--- config.mk ---
export PLATFORM = sky130hd
export DESIGN_NAME = mux_adder_pipe_flat
export DESIGN_NICKNAME = d
export VERILOG_FILES = /design/src/rtl/mux_adder_pipe_if.sv /design/src/rtl/mux_adder_pipe.sv /design/src/flat_wrapper.sv
export SDC_FILE = /design/constraint.sdc
export NUM_CORES = 1
export LEC_CHECK = 0
export CAP_MARGIN = 20
export CORE_ASPECT_RATIO = 1.4
export CORE_UTILIZATION = 53
export CTS_CLUSTER_SIZE = 28
export DETAILED_ROUTE_END_ITERATION = 7
export PLACE_DENSITY_LB_ADDON = 0.12
export SLEW_MARGIN = 0
export SYNTH_ARGS = -nofsm -noshare
export SYNTH_HDL_FRONTEND = slang
export SYNTH_SLANG_ARGS = --single-unit
--- constraint.sdc ---
create_clock -name clk -period 4.4 [get_ports clk]
set_input_delay 0.88 -clock clk [delete_from_list [all_inputs] [get_ports clk]]
set_output_delay 0.88 -clock clk [all_outputs]
set_load 0.03 [all_outputs]
--- src/rtl/mux_adder_pipe_if.sv ---
// Handshake and operand/result bundle for the pipelined mux-cell adder.
// The master side produces operands and consumes results; the slave side is the adder.
interface mux_adder_pipe_if #(
  parameter int WIDTH = 8
);
  logic             in_valid;
  logic             in_ready;
  logic [WIDTH-1:0] a;
  logic [WIDTH-1:0] b;
  logic             cin;
  logic             sub;
  logic             out_valid;
  logic             out_ready;
  logic [WIDTH-1:0] sum;
  logic             cout;
  logic             ovf;

  modport master (
    output in_valid, a, b, cin, sub, out_ready,
    input  in_ready, out_valid, sum, cout, ovf
  );

  modport slave (
    input  in_valid, a, b, cin, sub, out_ready,
    output in_ready, out_valid, sum, cout, ovf
  );
endinterface

--- src/rtl/mux_adder_pipe.sv ---
// Pipelined WIDTH-bit adder/subtractor built from 2:1-mux full-adder cells.
// Each register stage resolves one LANE-bit slice and hands its carry to the next stage.
// Operands ride along in skew registers and finished low slices are forwarded with
// the beat, so every stage holds one coherent beat. A single advance enable freezes
// the whole pipe when the consumer stalls; bubbles are kept, not collapsed.
// WIDTH must be a multiple of LANE.
module mux_adder_pipe #(
  parameter int WIDTH = 8,
  parameter int LANE  = 4
) (
  input  logic             clk,
  input  logic             rst,
  mux_adder_pipe_if.slave  io
);

  localparam int STAGES = WIDTH / LANE;

  // Stage registers: index k holds the beat after slice k has been resolved.
  logic [STAGES-1:0]            v_q;
  logic [STAGES-1:0]            c_q;
  logic [STAGES-1:0][WIDTH-1:0] a_q;
  logic [STAGES-1:0][WIDTH-1:0] b_q;
  logic [STAGES-1:0][WIDTH-1:0] s_q;
  logic                         ovf_q;

  // What each stage sees as its input beat, and what it will register.
  logic [STAGES-1:0]            v_src;
  logic [STAGES-1:0]            c_src;
  logic [STAGES-1:0][WIDTH-1:0] a_src;
  logic [STAGES-1:0][WIDTH-1:0] b_src;
  logic [STAGES-1:0][WIDTH-1:0] s_src;
  logic [STAGES-1:0][WIDTH-1:0] s_n;
  logic [STAGES-1:0]            c_n;
  logic                         ovf_n;
  logic [LANE+1:0]              slice_r;
  logic                         adv;

  // One LANE-bit ripple of mux full-adder cells.
  // Returns {carry out, carry into the top bit of the slice, slice sum}.
  function automatic logic [LANE+1:0] slice_add(
    input logic [LANE-1:0] x,
    input logic [LANE-1:0] y,
    input logic            c
  );
    logic [LANE-1:0] s;
    logic            carry;
    logic            cmsb;
    s     = '0;
    carry = c;
    cmsb  = c;
    for (int i = 0; i < LANE; i++) begin
      cmsb  = carry;
      s[i]  = x[i] ? ~(y[i] ^ carry) : (y[i] ^ carry);
      carry = x[i] ? (y[i] | carry) : (y[i] & carry);
    end
    return {carry, cmsb, s};
  endfunction

  assign adv          = !v_q[STAGES-1] || io.out_ready;
  assign io.in_ready  = adv;
  assign io.out_valid = v_q[STAGES-1];
  assign io.sum       = s_q[STAGES-1];
  assign io.cout      = c_q[STAGES-1];
  assign io.ovf       = ovf_q;

  // Route each stage's input beat and resolve its slice; the last stage also derives overflow.
  always_comb begin
    v_src[0] = io.in_valid;
    a_src[0] = io.a;
    b_src[0] = io.b ^ {WIDTH{io.sub}};
    c_src[0] = io.sub ? 1'b1 : io.cin;
    s_src[0] = '0;
    for (int k = 1; k < STAGES; k++) begin
      v_src[k] = v_q[k-1];
      a_src[k] = a_q[k-1];
      b_src[k] = b_q[k-1];
      c_src[k] = c_q[k-1];
      s_src[k] = s_q[k-1];
    end
    s_n     = s_src;
    c_n     = '0;
    ovf_n   = 1'b0;
    slice_r = '0;
    for (int k = 0; k < STAGES; k++) begin
      slice_r                = slice_add(a_src[k][k*LANE +: LANE], b_src[k][k*LANE +: LANE], c_src[k]);
      s_n[k][k*LANE +: LANE] = slice_r[LANE-1:0];
      c_n[k]                 = slice_r[LANE+1];
      ovf_n                  = slice_r[LANE+1] ^ slice_r[LANE];
    end
  end

  // Advance every stage together, or hold them all while the consumer stalls.
  always_ff @(posedge clk or posedge rst) begin
    if (rst) begin
      v_q   <= '0;
      c_q   <= '0;
      a_q   <= '0;
      b_q   <= '0;
      s_q   <= '0;
      ovf_q <= 1'b0;
    end else if (adv) begin
      v_q   <= v_src;
      c_q   <= c_n;
      a_q   <= a_src;
      b_q   <= b_src;
      s_q   <= s_n;
      ovf_q <= ovf_n;
    end
  end

endmodule

--- src/flat_wrapper.sv ---
// flat-port wrapper written by rule: the top's interface ports become plain ports
module mux_adder_pipe_flat 
#(
  parameter int WIDTH = 8,
  parameter int LANE  = 4
)
  (clk, rst, io_in_valid, io_a, io_b, io_cin, io_sub, io_out_ready, io_in_ready, io_out_valid, io_sum, io_cout, io_ovf);
  mux_adder_pipe_if #(.WIDTH(WIDTH)) io_i ();
  input  logic clk;
  input  logic rst;
  input wire logic [$bits(io_i.in_valid)-1:0] io_in_valid;
  input wire logic [$bits(io_i.a)-1:0] io_a;
  input wire logic [$bits(io_i.b)-1:0] io_b;
  input wire logic [$bits(io_i.cin)-1:0] io_cin;
  input wire logic [$bits(io_i.sub)-1:0] io_sub;
  input wire logic [$bits(io_i.out_ready)-1:0] io_out_ready;
  output wire logic [$bits(io_i.in_ready)-1:0] io_in_ready;
  output wire logic [$bits(io_i.out_valid)-1:0] io_out_valid;
  output wire logic [$bits(io_i.sum)-1:0] io_sum;
  output wire logic [$bits(io_i.cout)-1:0] io_cout;
  output wire logic [$bits(io_i.ovf)-1:0] io_ovf;
  assign io_i.in_valid = io_in_valid;
  assign io_i.a = io_a;
  assign io_i.b = io_b;
  assign io_i.cin = io_cin;
  assign io_i.sub = io_sub;
  assign io_i.out_ready = io_out_ready;
  assign io_in_ready = io_i.in_ready;
  assign io_out_valid = io_i.out_valid;
  assign io_sum = io_i.sum;
  assign io_cout = io_i.cout;
  assign io_ovf = io_i.ovf;
  mux_adder_pipe #(.WIDTH(WIDTH), .LANE(LANE)) u_core (.clk(clk), .rst(rst), .io(io_i));
endmodule
# == Word-level counts from Yosys, hierarchy flattened ==
# Cells that the tools add are included.
# word_totals
out_inout_bits,12
regBits,33
# op_classes
n_reduce_logical,2
mux,17
n_bitwise,34
# op_table
cell,n
$mux W1,17
$xor A1 B1 Y1,9
$and A1 B1 Y1,8
$not A1 Y1,8
$or A1 B1 Y1,8
$xor A8 B8 Y8,1
$logic_not A1 Y1,1
$logic_or A1 B1 Y1,1

# == Logic depth before layout (Yosys ltp) ==
# logic_depth
word_depth,10
mapped_depth,15

# == Worst setup path after synthesis ==
# Ideal clock, no wire load.
# synth_timing
path_kind,input to register
start,input io_sub
end,register u_core.s_q (netlist bit u_core.s_n[11])
t_arrival_ps,2651
cell_stages,14
n_path_buf,1
required_ps,4277
setup_ps,123
slack_ps,1625
cell_sequence,buf_2 > or2_2 > ha_1 > nor2_1 > a21oi_1 > nor2_1 > a21oi_1 > ha_1 > nor2_1 > a21oi_1 > inv_1 > ha_1 > xnor2_1 > o21ai_1
# synth_via
elab_chain_len,10
elab_cells_between_ends,14
# synth_lines
item,line_no,source
start: declaration,flat_wrapper.sv:15,input wire logic [$bits(io_i.sub)-1:0] io_sub;
$xor A8 B8 Y8 or $mux W1 (tied branches),"mux_adder_pipe.sv:70, mux_adder_pipe.sv:71",
$and A1 B1 Y1 or $or A1 B1 Y1 (tied branches),mux_adder_pipe.sv:54,carry = x[i] ? (y[i] | carry) : (y[i] & carry);
$mux W1,mux_adder_pipe.sv:54,
$and A1 B1 Y1 or $or A1 B1 Y1 (tied branches),mux_adder_pipe.sv:54,
$mux W1,mux_adder_pipe.sv:54,
$and A1 B1 Y1 or $or A1 B1 Y1 (tied branches),mux_adder_pipe.sv:54,
$mux W1,mux_adder_pipe.sv:54,
$xor A1 B1 Y1 *,mux_adder_pipe.sv:53,s[i] = x[i] ? ~(y[i] ^ carry) : (y[i] ^ carry);
$not A1 Y1,mux_adder_pipe.sv:53,
$mux W1 *,mux_adder_pipe.sv:53,
end signal: assignment,mux_adder_pipe.sv:106,s_q <= s_n;
end: declaration,mux_adder_pipe.sv:23,logic [STAGES-1:0][WIDTH-1:0] s_q;
# Every way passes the cells marked *; elsewhere a longest branch is shown, timed or not.
# A chain may end at the register's enable or synchronous reset.

# == Worst setup path in the final report ==
# Ends and elaborated chain as after synthesis.

==> results.toml <==
[floorplanning]
fp.dieArea_um2 = 3050
fp-row-count = 22
fp.dieW_um = 46.9
start_util = 0.567
core_um2 = 2640
io_pins = 34
die_height_um = 64.9

[cells_and_area]
final_nets = 237
post_route_cells_drive_above_1_share = 0.0553
fill_cells = 232
utilization = 0.709
final_cells = 235
diodes = 0
syn2layout_area_growth_pct = 25.0

[timing]
finClkSkew_ns = 0.00869
min_period_ns = 3.22
hold_viol = 0
setup-violations-final = 0
fin_ws_ns = 1.18
rsz0062_at_grt = "false"
worst_slew_pin_slew_ns = 0.932
finalCritPeriodShare = 0.731
slew_headroom = 0.378
slew_viol_final = 0
fin_setup_tns_ns = 0
fmax_mhz = 311

[synth]
syn_nets = 205
yosysTopAreaCellShare = 0.417
syn_area_per_cell_um2 = 8.92
synth_top_area_cell = "dfrtp_1"
synth.distinct_cells = 28
synth-seq-cells = 25
synthTopCellsByArea = "dfrtp_1 42%, ha_1 13%, nand2_1 11%, xnor2_1 6.4%, o21ai_1 3.7%"
yosysWarnings = 0
synth_area_um2 = 1500
synth-seq-area-share = 0.417
synthCells = 168

[power_and_ir_drop]
leakage_nw = 0.861
p_total_mw = 0.793
p_per_area_nw_per_um2 = 423
ir_drop_v = 0.000209

[place]
gp_congestion = 0.770
hpwl_um = 2180
port_buffers = 33
dpl.cell_count = 231
dp_slack_ns = 0.820

[routing]
vias = 1165
vias_per_cell = 4.96
wl_per_cell_um = 11.7
wirelength_um = 2750
route.detailed.drc = 0
ant_nets = 0
drt-pass1-iter-count = 4
drt-initial-drc-count = 27

[clocking]
worstSkewPairLatency_ns = 0.31
clockRootBuffer = "clkbuf_4"
cts_resized = 0
cts_made_buffers = 3
cts.path.max_buffers = 2
h-tree-depth = 1
cts_tree = "yes"
cts_setup_buffers = 0
clk_pin_slew_worst_paths_ns = 0.14
cts_sinks = 25
cts_hold_buffers = 0

[hold_path]
hold_path.class = "flip-flop to flip-flop"
min_from = "u_core.v_q[0]$_DFFE_PP0P_"
holdPathStages = 1
holdPathEnd = "u_core.v_q[1]$_DFFE_PP0P_"

[global_routing]
grt_usage = 0.220
first_global_vias = 1186
grt_pass1_wl_um = 4870
grt_max_degree = 36
antenna_found_initial = 0
grt-ovfl-total = 0

[setup_path]
path_cells = "clkdlybuf4s50_1, or2_2, ha_1, nor2_1, a21oi_1, nor2_1, a21oi_1, ha_1, nor2_1, a21oi_1, inv_1, ha_1, xnor2_1, o21ai_1"
slowest_delay_ns = 0.69
startpoint_type = "primary input"
critical_path_class = "primary input to flip-flop"
critPathArrivalTime_ns = 3.42
crit_family = "simple AND/OR/NAND/NOR gates"
r2r-end = "u_core.io.ovf$_DFFE_PP0P_"
required_ns = 4.61
r2r.worst_path.cells = 12
rrSetupSlack_ns = 2.13
crit_path_end_kind = "flip-flop"
reg2reg_from = "u_core.c_q[0]$_DFFE_PP0P_"
critPathSlowestCell = "clkdlybuf4s50_1"
crit_buf_inv = 2
crit_fanout = 12

[job]
drv_cap = 0

[run_status]
status = "complete, no violations"
cell usage after synthesis:
cell	instances
nand2_1	45
dfrtp_1	25
ha_1	15
o21ai_1	11
xnor2_1	11
nor2_1	10
a21oi_1	7
inv_1	7
buf_2	6
o21ai_0	5
xor2_1	5
nand2b_1	4
nor3_1	2
a21o_1	1
a221o_1	1
a32oi_1	1
and2_4	1
and2b_4	1
clkbuf_4	1
clkinv_2	1
inv_2	1
mux2i_1	1
nor2b_1	1
o2111ai_4	1
o211ai_1	1
o22a_1	1
o22ai_1	1
or2_2	1
cells by family (layout without fill, tap and decap cells):
family,count (synthesis),in the layout,share of synthesized area
and+or+nand+nor,65,65,0.182
buffers and inverters,16,47,0.0484
adders and majority gates,15,15,0.125
muxes,1,1,0.00668
AOI/OAI and AO/OA,30,30,0.127
DFF,25,25,0.417
xor gates and xnor gates,16,16,0.0935
layer usage:
metal / track usage / vias to the layer above / wire length (µm)
li1: - / 604 / -
met1: 0.233 / 540 / 1120
met2: 0.418 / 19 / 1540
met3: 0.0167 / 2 / 63
met4: 0.0786 / 0 / 22
met5: 0 / - / 0
worst max path at each step:
stage	from	to	slack [ns]	cells past startpoint
global placement	io_sub	u_core.s_n[11]$_DFFE_PP0P_	0.94	14
global route	io_sub	u_core.s_n[11]$_DFFE_PP0P_	0.95	14
floorplan	io_sub	u_core.s_n[11]$_DFFE_PP0P_	1.63	14
CTS	io_sub	u_core.s_n[11]$_DFFE_PP0P_	1.17	13
detailed placement	io_sub	u_core.s_n[11]$_DFFE_PP0P_	0.82	13
finish	io_sub	u_core.s_n[11]$_DFFE_PP0P_	1.18	14
cells in the final DEF, fill, tap and decap left out, types with 2 or more instances in the layout:
master and count:
ha_1 15, o21ai_1 11, clkdlybuf4s50_1 33, a21oi_1 7, nor2_1 10, dfrtp_1 25, nand2_1 45, nor3_1 2
xnor2_1 11, clkbuf_4 3, inv_1 7, nand2b_1 4, o21ai_0 5, xor2_1 5
metrics by stage:
step / hold WS, ns / instance area (µm²)
finish: 0.484 / 1870
global route: 0.522 / 1870
CTS: 0.489 / 1870
detailed placement: 0.458 / 1850
global placement: 0.440 / 1850
floorplan: 0.430 / 1500
state kept, by name (all words and copies together) (netlist names):
| name | count |
|---|---|
| u_core.s_n | 4 |
| u_core.a_q | 4 |
| u_core.io.sum | 8 |
| u_core.b_q | 4 |
| u_core.v_q | 2 |
| u_core.c_q | 2 |
| u_core.io.ovf | 1 |
area by class of cell:
| class | instances | area (µm²) | area share |
|---|---|---|---|
| sequential | 25 | 626 | 0.334 |
| inverter | 9 | 35.0 | 0.0187 |
| tap | 36 | 45.0 | 0.0240 |
| timing repair buffer | 34 | 338 | 0.180 |
| clock buffer | 4 | 26.3 | 0.0140 |
| multi-input combinational | 127 | 803 | 0.429 |
power breakdown:
| part | internal, mW | switching (mW) | total (mW) |
|---|---|---|---|
| combinational | 0.163 | 0.198 | 0.361 |
| sequential | 0.290 | 0.0410 | 0.331 |
| clock | 0.0353 | 0.0661 | 0.101 |
(Power assumes the default switching activity.)
